==> config.mk <==
export PLATFORM = sky130hd
export DESIGN_NAME = ball_ctrl
export DESIGN_NICKNAME = d
export VERILOG_FILES = /design/src/rtl/ball_ctrl.sv
export SDC_FILE = /design/constraint.sdc
export NUM_CORES = 1
export LEC_CHECK = 0
export ABC_CLOCK_PERIOD_IN_PS = 10700
export BUFFER_PORTS_ARGS = -buffer_cell sky130_fd_sc_hd__buf_2
export CAP_MARGIN = 20
export CELL_PAD_IN_SITES_DETAIL_PLACEMENT = 1
export CELL_PAD_IN_SITES_GLOBAL_PLACEMENT = 2
export CORE_MARGIN = 4
export CORE_UTILIZATION = 39
export CTS_CLUSTER_SIZE = 28
export DETAILED_ROUTE_END_ITERATION = 8
export PLACE_DENSITY_LB_ADDON = 0.1
export RECOVER_POWER = 50
export REMOVE_ABC_BUFFERS = 1
export SLEW_MARGIN = 20
export SYNTH_ARGS = -nofsm -noshare
export SYNTH_HDL_FRONTEND = slang
export SYNTH_SLANG_ARGS = --single-unit
==> constraint.sdc <==
create_clock -name clk_i -period 10.7 [get_ports clk_i]
set_input_delay 1.605 -clock clk_i [delete_from_list [all_inputs] [get_ports clk_i]]
set_output_delay 1.605 -clock clk_i [all_outputs]
set_load 0.01 [all_outputs]
==> src/rtl/ball_ctrl.sv <==
// Breakout ball motion engine: serve, move, wall and paddle bounce,
// and lost-ball sequencing, all advanced once per frame_tick.
module ball_ctrl #(
   parameter int BALL_SIZE   = 25,
   parameter int PADDLE_W    = 121,
   parameter int SPEED_X     = 4,
   parameter int SPEED_Y     = 4,
   parameter int X_MIN       = 10,
   parameter int X_MAX       = 1429,
   parameter int Y_MIN       = 11,
   parameter int Y_MAX       = 889,
   parameter int X_START     = 708,
   parameter int Y_START     = 600,
   parameter int LOST_FRAMES = 60
) (
   input  logic        clk_i,
   input  logic        rst_i,
   input  logic        frame_tick_i,
   input  logic        launch_i,
   input  logic [10:0] paddle_x_i,
   input  logic [9:0]  paddle_y_i,
   output logic [10:0] ball_x_o,
   output logic [9:0]  ball_y_o,
   output logic        in_play_o,
   output logic        ball_lost_o
);

   typedef enum logic [1:0] {
      S_SERVE = 2'd0,
      S_MOVE  = 2'd1,
      S_LOST  = 2'd2
   } state_t;

   localparam logic [11:0] BS_C      = 12'(BALL_SIZE);
   localparam logic [11:0] BS_M1     = 12'(BALL_SIZE - 1);
   localparam logic [11:0] PW_M1     = 12'(PADDLE_W - 1);
   localparam logic [11:0] SX_C      = 12'(SPEED_X);
   localparam logic [11:0] SY_C      = 12'(SPEED_Y);
   localparam logic [11:0] XMIN_C    = 12'(X_MIN);
   localparam logic [11:0] XMAX_C    = 12'(X_MAX);
   localparam logic [11:0] YMIN_C    = 12'(Y_MIN);
   localparam logic [11:0] YMAX_C    = 12'(Y_MAX);
   localparam logic [11:0] X_RIGHT   = 12'(X_MAX - BALL_SIZE + 1);
   localparam logic [11:0] Y_FLOOR   = 12'(Y_MAX - BALL_SIZE + 1);
   localparam logic [11:0] SERVE_OFS = 12'((PADDLE_W - BALL_SIZE) / 2);
   localparam logic [11:0] X_RST     = 12'(X_START);
   localparam logic [11:0] Y_RST     = 12'(Y_START);

   localparam int CW = $clog2(LOST_FRAMES + 1);
   localparam logic [CW-1:0] LOST_LAST = CW'(LOST_FRAMES - 1);

   state_t          state_q;
   logic [11:0]     x_q;
   logic [11:0]     y_q;
   logic            dir_x_q;   // 1: moving right
   logic            dir_y_q;   // 1: moving down
   logic [CW-1:0]   lost_cnt_q;
   logic            in_play_q;
   logic            lost_q;

   logic [11:0]     px;
   logic [11:0]     py;
   logic [11:0]     nx;
   logic [11:0]     ny;
   logic            x_uf;
   logic            y_uf;
   logic [11:0]     x_d;
   logic            dir_x_d;
   logic            hit_top;
   logic            hit_pad;
   logic            miss;

   // Candidate next position and collision flags for a MOVE tick
   always_comb begin
      px      = {1'b0, paddle_x_i};
      py      = {2'b00, paddle_y_i};
      nx      = x_q + SX_C;
      ny      = y_q + SY_C;
      x_uf    = 1'b0;
      y_uf    = 1'b0;
      if (!dir_x_q) begin
         nx   = x_q - SX_C;
         x_uf = (x_q < SX_C);
      end
      if (!dir_y_q) begin
         ny   = y_q - SY_C;
         y_uf = (y_q < SY_C);
      end

      x_d     = nx;
      dir_x_d = dir_x_q;
      if (dir_x_q && ((nx + BS_M1) > XMAX_C)) begin
         x_d     = X_RIGHT;
         dir_x_d = 1'b0;
      end else if (!dir_x_q && (x_uf || (nx < XMIN_C))) begin
         x_d     = XMIN_C;
         dir_x_d = 1'b1;
      end

      hit_top = !dir_y_q && (y_uf || (ny < YMIN_C));
      hit_pad = dir_y_q
              && ((y_q + BS_M1) < py)
              && ((ny + BS_M1) >= py)
              && ((nx + BS_M1) >= px)
              && (nx <= (px + PW_M1));
      miss    = dir_y_q && ((ny + BS_M1) > YMAX_C);
   end

   // Serve / move / lost sequencing with registered outputs
   always_ff @(posedge clk_i or posedge rst_i) begin
      if (rst_i) begin
         state_q    <= S_SERVE;
         x_q        <= X_RST;
         y_q        <= Y_RST;
         dir_x_q    <= 1'b1;
         dir_y_q    <= 1'b0;
         lost_cnt_q <= '0;
         in_play_q  <= 1'b0;
         lost_q     <= 1'b0;
      end else begin
         lost_q <= 1'b0;
         if (frame_tick_i) begin
            unique case (state_q)
               S_SERVE: begin
                  x_q <= px + SERVE_OFS;
                  y_q <= py - BS_C;
                  if (launch_i) begin
                     dir_x_q   <= 1'b1;
                     dir_y_q   <= 1'b0;
                     state_q   <= S_MOVE;
                     in_play_q <= 1'b1;
                  end
               end
               S_MOVE: begin
                  x_q     <= x_d;
                  dir_x_q <= dir_x_d;
                  if (hit_top) begin
                     y_q     <= YMIN_C;
                     dir_y_q <= 1'b1;
                  end else if (hit_pad) begin
                     y_q     <= py - BS_C;
                     dir_y_q <= 1'b0;
                  end else if (miss) begin
                     y_q       <= Y_FLOOR;
                     state_q   <= S_LOST;
                     in_play_q <= 1'b0;
                     lost_q    <= 1'b1;
                  end else begin
                     y_q <= ny;
                  end
               end
               S_LOST: begin
                  if (lost_cnt_q == LOST_LAST) begin
                     lost_cnt_q <= '0;
                     state_q    <= S_SERVE;
                  end else begin
                     lost_cnt_q <= lost_cnt_q + 1'b1;
                  end
               end
               default: begin
                  state_q   <= S_SERVE;
                  in_play_q <= 1'b0;
               end
            endcase
         end
      end
   end

   logic unused_bits;
   assign unused_bits = ^{x_q[11], y_q[11:10]};

   assign ball_x_o    = x_q[10:0];
   assign ball_y_o    = y_q[9:0];
   assign in_play_o   = in_play_q;
   assign ball_lost_o = lost_q;

endmodule

==> results of run 1 <==
cell usage in the layout (no fill, tap or decap), types with 22 or more instances in the layout:
| cell | netlist | final |
|---|---|---|
| xnor2_1 | 37 | 37 |
| ha_1 | 52 | 52 |
| o21ai_0 | 33 | 33 |
| nor3_1 | 22 | 22 |
| dfrtp_1 | 27 | 27 |
| nor2_1 | 32 | 32 |
| inv_1 | 48 | 48 |
| buf_2 | 7 | 39 |
| nand2_1 | 48 | 48 |
| a21oi_1 | 27 | 27 |
path summary, 6_finish.rpt:
| kind | startpoint | to | slack (ns) |
|---|---|---|---|
| worst max-delay path | paddle_x_i[5] | y_q[10]$_DFFE_PP0P_ | 5.50 |
| worst min-delay path | lost_cnt_q[5]$_DFFE_PP0P_ | lost_cnt_q[5]$_DFFE_PP0P_ | 0.53 |
| worst max register to register | x_q[2]$_DFFE_PP1P_ | y_q[10]$_DFFE_PP0P_ | 5.61 |
| worst min register to register | lost_cnt_q[5]$_DFFE_PP0P_ | lost_cnt_q[5]$_DFFE_PP0P_ | 0.53 |
| max in group asynchronous | rst_i | y_q[1]$_DFFE_PP0P_ | 7.37 |
| min in group asynchronous | rst_i | ball_lost_o$_DFF_PP0_ | 2.10 |
worst max-delay path: cells and delay by family:
family / cells / cell delay, ns
compound gates: 8 / 1.89
simple gates: 3 / 0.85
fa+ha+maj: 2 / 0.62
buf+inv: 2 / 0.29
xor+xnor: 1 / 0.14
final cells by class:
type	count	area, um^2	area share
inverter	49	184	0.0362
timing repair buffer	51	251	0.0495
tap	143	179	0.0352
clock inverter	3	42.5	0.00838
multi-input combinational	471	3380	0.666
clock buffer	5	125	0.0246
sequential	36	912	0.180
layer usage:
layer,part of all wire,vias up,global-route usage
met3,0.057,10,0.0406
met1,0.50,2271,0.330
met5,0,-,0
li1,-,2202,-
met2,0.43,125,0.340
met4,0.0089,0,0.0440
power by group through the flow:
stage	Clock [mW]	Combinational (mW)	Sequential [mW]
5_1_grt	0.184	1.47	0.340
2_1_floorplan	0	0.918	0.309
4_1_cts	0.178	1.32	0.325
3_3_place_gp	0	1.29	0.323
6_report	0.174	1.32	0.327
3_5_place_dp	0	1.30	0.327
stage by stage:
step	worst slack [ns]	utilization
after floorplan	6.23	-
after CTS	5.52	0.437
after global placement	5.30	0.422
after global routing	5.12	0.435
final	5.50	0.435
after detailed placement	5.24	0.422
logic make-up after synthesis:
| family | synth area share |
|---|---|
| AO/OA/AOI/OAI | 0.235 |
| XOR/XNOR | 0.101 |
| adder cells (fa/ha/maj) | 0.137 |
| buffers and inverters | 0.0930 |
| flip-flops | 0.193 |
| multiplexers | 0.0111 |
| AND/OR/NAND/NOR | 0.230 |
sequential cells by signal (all words and copies together) (netlist names):
| register | cells |
|---|---|
| in_play_o | 1 |
| ball_lost_o | 1 |
| dir_x_q | 1 |
| lost_cnt_q | 6 |
| y_q | 12 |
| x_q | 12 |
| dir_y_q | 1 |
| state_q | 2 |
==> summary.txt, run 1 <==
Clock network
  – CTS resizes: 0
  – Setup Fix Bufs, Post-CTS: 0
  – TritonCTS Buffers: 5
  – Clock Latency Late Sink: about 0.29 ns
  – Clock root cell: clkbuf_16
  – Clk pin slew, worst setup/hold paths: around 0.060 ns
  – Hold-fix buffers at CTS: 0
  – H-tree lvl count: 2
  – Clock Path Buffers: 2
  – CTS tree: built
  – CTS sink cnt: 36

Run status
  – Failing checks: max-capacitance violations, max-slew violations
  – Status: finished with violations

STA
  – Final hold violation count: 0
  – Rel. slew slack: -0.432
  – Slew @ Worst Pin: 2.15 ns
  – Clock skew: around 0.0058 ns
  – Final Slew Violations: 37
  – Min Hold Slack: roughly 0.53 ns
  – Max Clk Rate: roughly 190 MHz
  – Final setup vio count: 0
  – Unrepaired setup endpoints after global routing: no
  – Min Clock Period, post-route: 5.20 ns
  – Sum Neg Setup Slack: 0 ns
  – Crit share post-route: 0.486

Place
  – DP HPWL: around 13000 um
  – DP Cell Count: 750
  – Routability cong.: approximately 0.93
  – # port buffers: between 40 and 50
  – Placed Instance Area: ~4900 um^2

Floorplanning
  – Initial Util: 0.406
  – Die W: 118 um
  – # rows: 39
  – Total core area: between 10000 and 15000 um^2
  – Die H: 118 um
  – Die Area: approximately 14000 um^2
  – Top-Level Pins: 48

Critical path
  – Crit. End Element: flip-flop
  – Critical path arrival: roughly 5.4 ns
  – Max stage delay on crit path: between 0.6 and 0.7 ns
  – Top cell by count, worst path: ha_1
  – Worst path slowest cell: and3_1
  – Startpoint types: input port
  – Worst path cell trace: buf_2, inv_1, ha_1, nand2_1, o21ai_0, nor2_1, xnor2_1, ha_1, a21o_1, a21oi_1, o211ai_1, o31a_1, a311oi_1, and3_1, a31oi_2, o221ai_1
  – Crit path kind: in2reg
  – Crit path max fanout: 19
  – Worst path required time: approximately 11 ns
  – R2r worst-path depth: 19

Detailed routing
  – 1st-iter DRT viols: around 240
  – DRT antenna net count: 0
  – Wire per inst: between 20 and 25 um
  – Avg Vias per Cell: roughly 6.1
  – WL final: about 16000 um
  – DRT Pass-1 Iters: 5
  – Total number of vias: around 4600
  – Post-route DRC: 0

Power
  – Sw frac: 0.536
  – Maximum vdd drop: 0.000153 V
  – NetSw: between 0.9 and 1 mW
  – Lkg Pwr: between 2 and 2.5 nW
  – Comb power frac: 0.725
  – Power Internal: around 0.85 mW
  – Flop pwr share: 0.180
  – Total chip power: between 1.5 and 2 mW
  – Pwr Density: around 360 nW/um^2
  – Clock power frac: 0.096

Logic synthesis
  – Synth top area share: 0.143
  – Number of flops mapped to enable cells by yosys: 0
  – FFs w/ async S/R, synth: 1.00
  – Cell variety after synth: 78
  – Mapped Avg Cell Area: ~7.9 um^2
  – #FFs+latches synth: 36
  – Synthesized area: ~4700 um^2
  – Commonest cells post-synth: ha_1, inv_1, nand2_1, xnor2_1, o21ai_0
  – Area contributors post-synth: dfrtp_1, ha_1, xnor2_1
  – Largest area contributor in the netlist: dfrtp_1
  – Mapped Cells: between 500 and 600
  – Post-synthesis sequential area ratio: 0.193
  – Ys flop type: dfrtp_1
  – Most common cell in the synthesized netlist: ha_1
  – Synth warnings: 0

Final layout
  – Area growth from synthesis to layout: 7.27%
  – Fin area: approximately 5100 um^2
  – N_diodes: 0
  – Fill cell count: between 1000 and 1500
  – Non-Filler Instances: approximately 760
  – Layout cell share with drive strength beyond 1: 0.125
  – Final net count: 691

Global routing
  – First-pass GRT wire length: about 25000 um
  – Antenna violations before repair: 0
  – Gr usage total: 0.223
  – Largest net degree at the start of global routing: 37
  – Vias in the first global route: approximately 4600
  – Total global routing overflow: 0

Min path
  – Hold Path Class: reg2reg
  – Hold path depth: 1

Job
  – Max-capacitance violation count: 1
No activity file was read; power rests on OpenSTA's default activity.
==> run 2: changes to the inputs <==
--- a/config.mk
+++ b/config.mk
@@ -5,13 +5,13 @@
 export SDC_FILE = /design/constraint.sdc
 export NUM_CORES = 1
 export LEC_CHECK = 0
-export ABC_CLOCK_PERIOD_IN_PS = 10700
+export ABC_CLOCK_PERIOD_IN_PS = 4640
 export BUFFER_PORTS_ARGS = -buffer_cell sky130_fd_sc_hd__buf_2
 export CAP_MARGIN = 20
 export CELL_PAD_IN_SITES_DETAIL_PLACEMENT = 1
 export CELL_PAD_IN_SITES_GLOBAL_PLACEMENT = 2
 export CORE_MARGIN = 4
-export CORE_UTILIZATION = 39
+export CORE_UTILIZATION = 33
 export CTS_CLUSTER_SIZE = 28
 export DETAILED_ROUTE_END_ITERATION = 8
 export PLACE_DENSITY_LB_ADDON = 0.1
==> constraint.sdc (replaced) <==
create_clock -name clk_i -period 4.64 [get_ports clk_i]
set_input_delay 0.696 -clock clk_i [delete_from_list [all_inputs] [get_ports clk_i]]
set_output_delay 0.696 -clock clk_i [all_outputs]
set_load 0.01 [all_outputs]
==> run 2 against run 1 <==
Net effect:
- the run still ends with max-capacitance violations, max-slew violations left
- largest cell class unchanged
- cell count up 8.0%
- worst hold slack worse by 0.0057 ns
- largest power group unchanged
- first-iteration DRC count up 23%
==> summary.txt, run 2 (same netlist as run 1, synthesis figures left out) <==
Run status
  – Status: finished with violations
  – Failing checks: max-capacitance violations, max-slew violations

Power
  – Maximum vdd drop: around 0.00028 V
  – Sw frac: 0.527
  – Clock power frac: 0.092
  – Power Internal: 2.15 mW
  – Flop pwr share: 0.158
  – Total chip power: ~4.6 mW
  – Lkg Pwr: between 2 and 2.5 nW
  – Pwr Density: between 800 and 900 nW/um^2
  – Comb power frac: 0.751
  – NetSw: ~2.4 mW

Place
  – DP HPWL: roughly 14000 um
  – # port buffers: 47
  – Routability cong.: between 0.8 and 0.9
  – Placed Instance Area: 5150 um^2
  – Pre-CTS setup slack: -0.0184 ns

Final layout
  – Layout cell share with drive strength beyond 1: 0.177
  – Most common cell after layout, fill and taps aside: nand2_1
  – N_diodes: 0
  – Commonest non-fill, non-tap cells in the layout: nand2_1, inv_1, ha_1, buf_2, xnor2_1
  – Fin area: around 5400 um^2
  – Largest registers: x_q x12, y_q x12, lost_cnt_q x6
  – Area growth from synthesis to layout: 13.7%
  – Final net count: roughly 720

STA
  – Final Slew Violations: 37
  – Max Clk Rate: around 220 MHz
  – Final setup vio count: 0
  – Crit share post-route: 0.962
  – Clock skew: roughly 0.0071 ns
  – Slew @ Worst Pin: approximately 2.3 ns
  – Min Clock Period, post-route: 4.46 ns
  – Min Hold Slack: 0.521 ns
  – Rel. slew slack: -0.503
  – Final hold violation count: 0
  – Sum Neg Setup Slack: 0 ns
  – Fin worst setup slack: 0.175 ns

Detailed routing
  – Post-route DRC: 0
  – DRT Pass-1 Iters: 5
  – Total number of vias: 4699
  – 1st-iter DRT viols: slightly below 300
  – WL final: about 17000 um
  – Wire per inst: roughly 21 um
  – DRT antenna net count: 0
  – Avg Vias per Cell: roughly 5.7

Critical path
  – R2r worst-path depth: 16
  – Crit path max fanout: 9
  – Critical path arrival: approximately 4.7 ns
  – Worst path required time: about 4.9 ns
  – Startpoint types: flip-flop
  – FF-to-FF Start: y_q[4]$_DFFE_PP1P_
  – Crit path kind: reg2reg
  – FF-to-FF End: y_q[3]$_DFFE_PP1P_
  – Crit. End Element: flip-flop
  – R2R setup slack: 0.18 ns

Clock network
  – Clock Latency Late Sink: approximately 0.3 ns
  – Clk pin slew, worst setup/hold paths: 0.07 ns
  – Clock Path Buffers: 2
  – TritonCTS Buffers: 5
  – CTS tree: built
  – H-tree lvl count: 2
  – Clock root cell: clkbuf_16
  – CTS sink cnt: 36

Floorplanning
  – Die W: approximately 130 um
  – Top-Level Pins: between 40 and 50
  – Die Area: roughly 16000 um^2
  – Total core area: 14000 um^2
  – # rows: 43
  – Initial Util: 0.338
  – Die H: 128 um

Job
  – Max-capacitance violation count: 1

Min path
  – Hold Path Class: reg2reg
  – Worst hold start: lost_cnt_q[5]$_DFFE_PP0P_
  – Hold path depth: 1
  – WHS Endpoint: lost_cnt_q[5]$_DFFE_PP0P_

Global routing
  – Total global routing overflow: 0
  – Antenna violations before repair: 0
  – First-pass GRT wire length: approximately 27000 um
  – Gr usage total: 0.208
  – Largest net degree at the start of global routing: 37
  – Vias in the first global route: 4810
==> run 2: worst max path at each step <==
stage | cells after the start | start | slack, ns | endpoint
6_report | 16 | y_q[4]$_DFFE_PP1P_ | 0.18 | y_q[3]$_DFFE_PP1P_
5_1_grt | 17 | y_q[3]$_DFFE_PP1P_ | -0.06 | y_q[4]$_DFFE_PP1P_
4_1_cts | 16 | y_q[4]$_DFFE_PP1P_ | 0.05 | y_q[4]$_DFFE_PP1P_
3_5_place_dp | 17 | y_q[3]$_DFFE_PP1P_ | -0.02 | y_q[4]$_DFFE_PP1P_
3_3_place_gp | 18 | y_q[3]$_DFFE_PP1P_ | -0.03 | y_q[4]$_DFFE_PP1P_
2_1_floorplan | 16 | x_q[2]$_DFFE_PP1P_ | 0.45 | y_q[4]$_DFFE_PP1P_
==> run 2: area by class of cell <==
type	instances	area [um^2]
clock inverter	3	42.5
tap	180	225
clock buffer	5	125
timing repair buffer	75	430
sequential	36	912
fill	1740	8600
multi-input combinational	471	3460
inverter	49	184
==> run 2: power by group through the flow <==
| stage | Sequential [mW] | Combinational (mW) | Clock [mW] |
|---|---|---|---|
| 6_report | 0.717 | 3.42 | 0.417 |
| 5_1_grt | 0.745 | 3.79 | 0.438 |
| 4_1_cts | 0.717 | 3.29 | 0.430 |
| 3_5_place_dp | 0.720 | 3.25 | 0 |
| 3_3_place_gp | 0.715 | 3.22 | 0 |
| 2_1_floorplan | 0.714 | 2.12 | 0 |
==> run 2: timing repair <==
| item | in CTS | in global routing |
|---|---|---|
| cloned | 0 | 0 |
| resized for setup | 2 | 15 |
| endpoints found under the setup margin | 5 | 9 |
| buffers inserted | 0 | 0 |
| hold buffers | 0 | 0 |
==> run 2: metal layers <==
| layer | global-route usage | routed length, um | vias up | part of all wire |
|---|---|---|---|---|
| li1 | - | - | 2249 | - |
| met1 | 0.312 | 8830 | 2332 | 0.52 |
| met2 | 0.322 | 7430 | 101 | 0.43 |
| met3 | 0.0233 | 634 | 17 | 0.037 |
| met4 | 0.0437 | 240 | 0 | 0.014 |
| met5 | 0 | 0 | - | 0 |
==> run 2: metrics by stage <==
| stage | util | cells |
|---|---|---|
| 2_1_floorplan | - | 556 |
| 3_3_place_gp | 0.368 | 811 |
| 3_5_place_dp | 0.368 | 811 |
| 4_1_cts | 0.381 | 819 |
| 5_1_grt | 0.385 | 819 |
| 6_report | 0.385 | 819 |
==> run 2: worst max-delay path, stage by stage (launching register included) <==
cell and delay (ns):
dfstp_2 0.64, inv_1 0.15, ha_1 0.22, nor2b_1 0.17
a2111oi_1 0.42, a311o_1 0.22, nand3_2 0.15, xnor2_2 0.25
ha_1 0.30, a21oi_1 0.16, o21ai_0 0.13, a221oi_2 0.36
o31ai_1 0.16, and3_1 0.22, buf_4 0.17, or4_1 0.43
a32oi_1 0.25
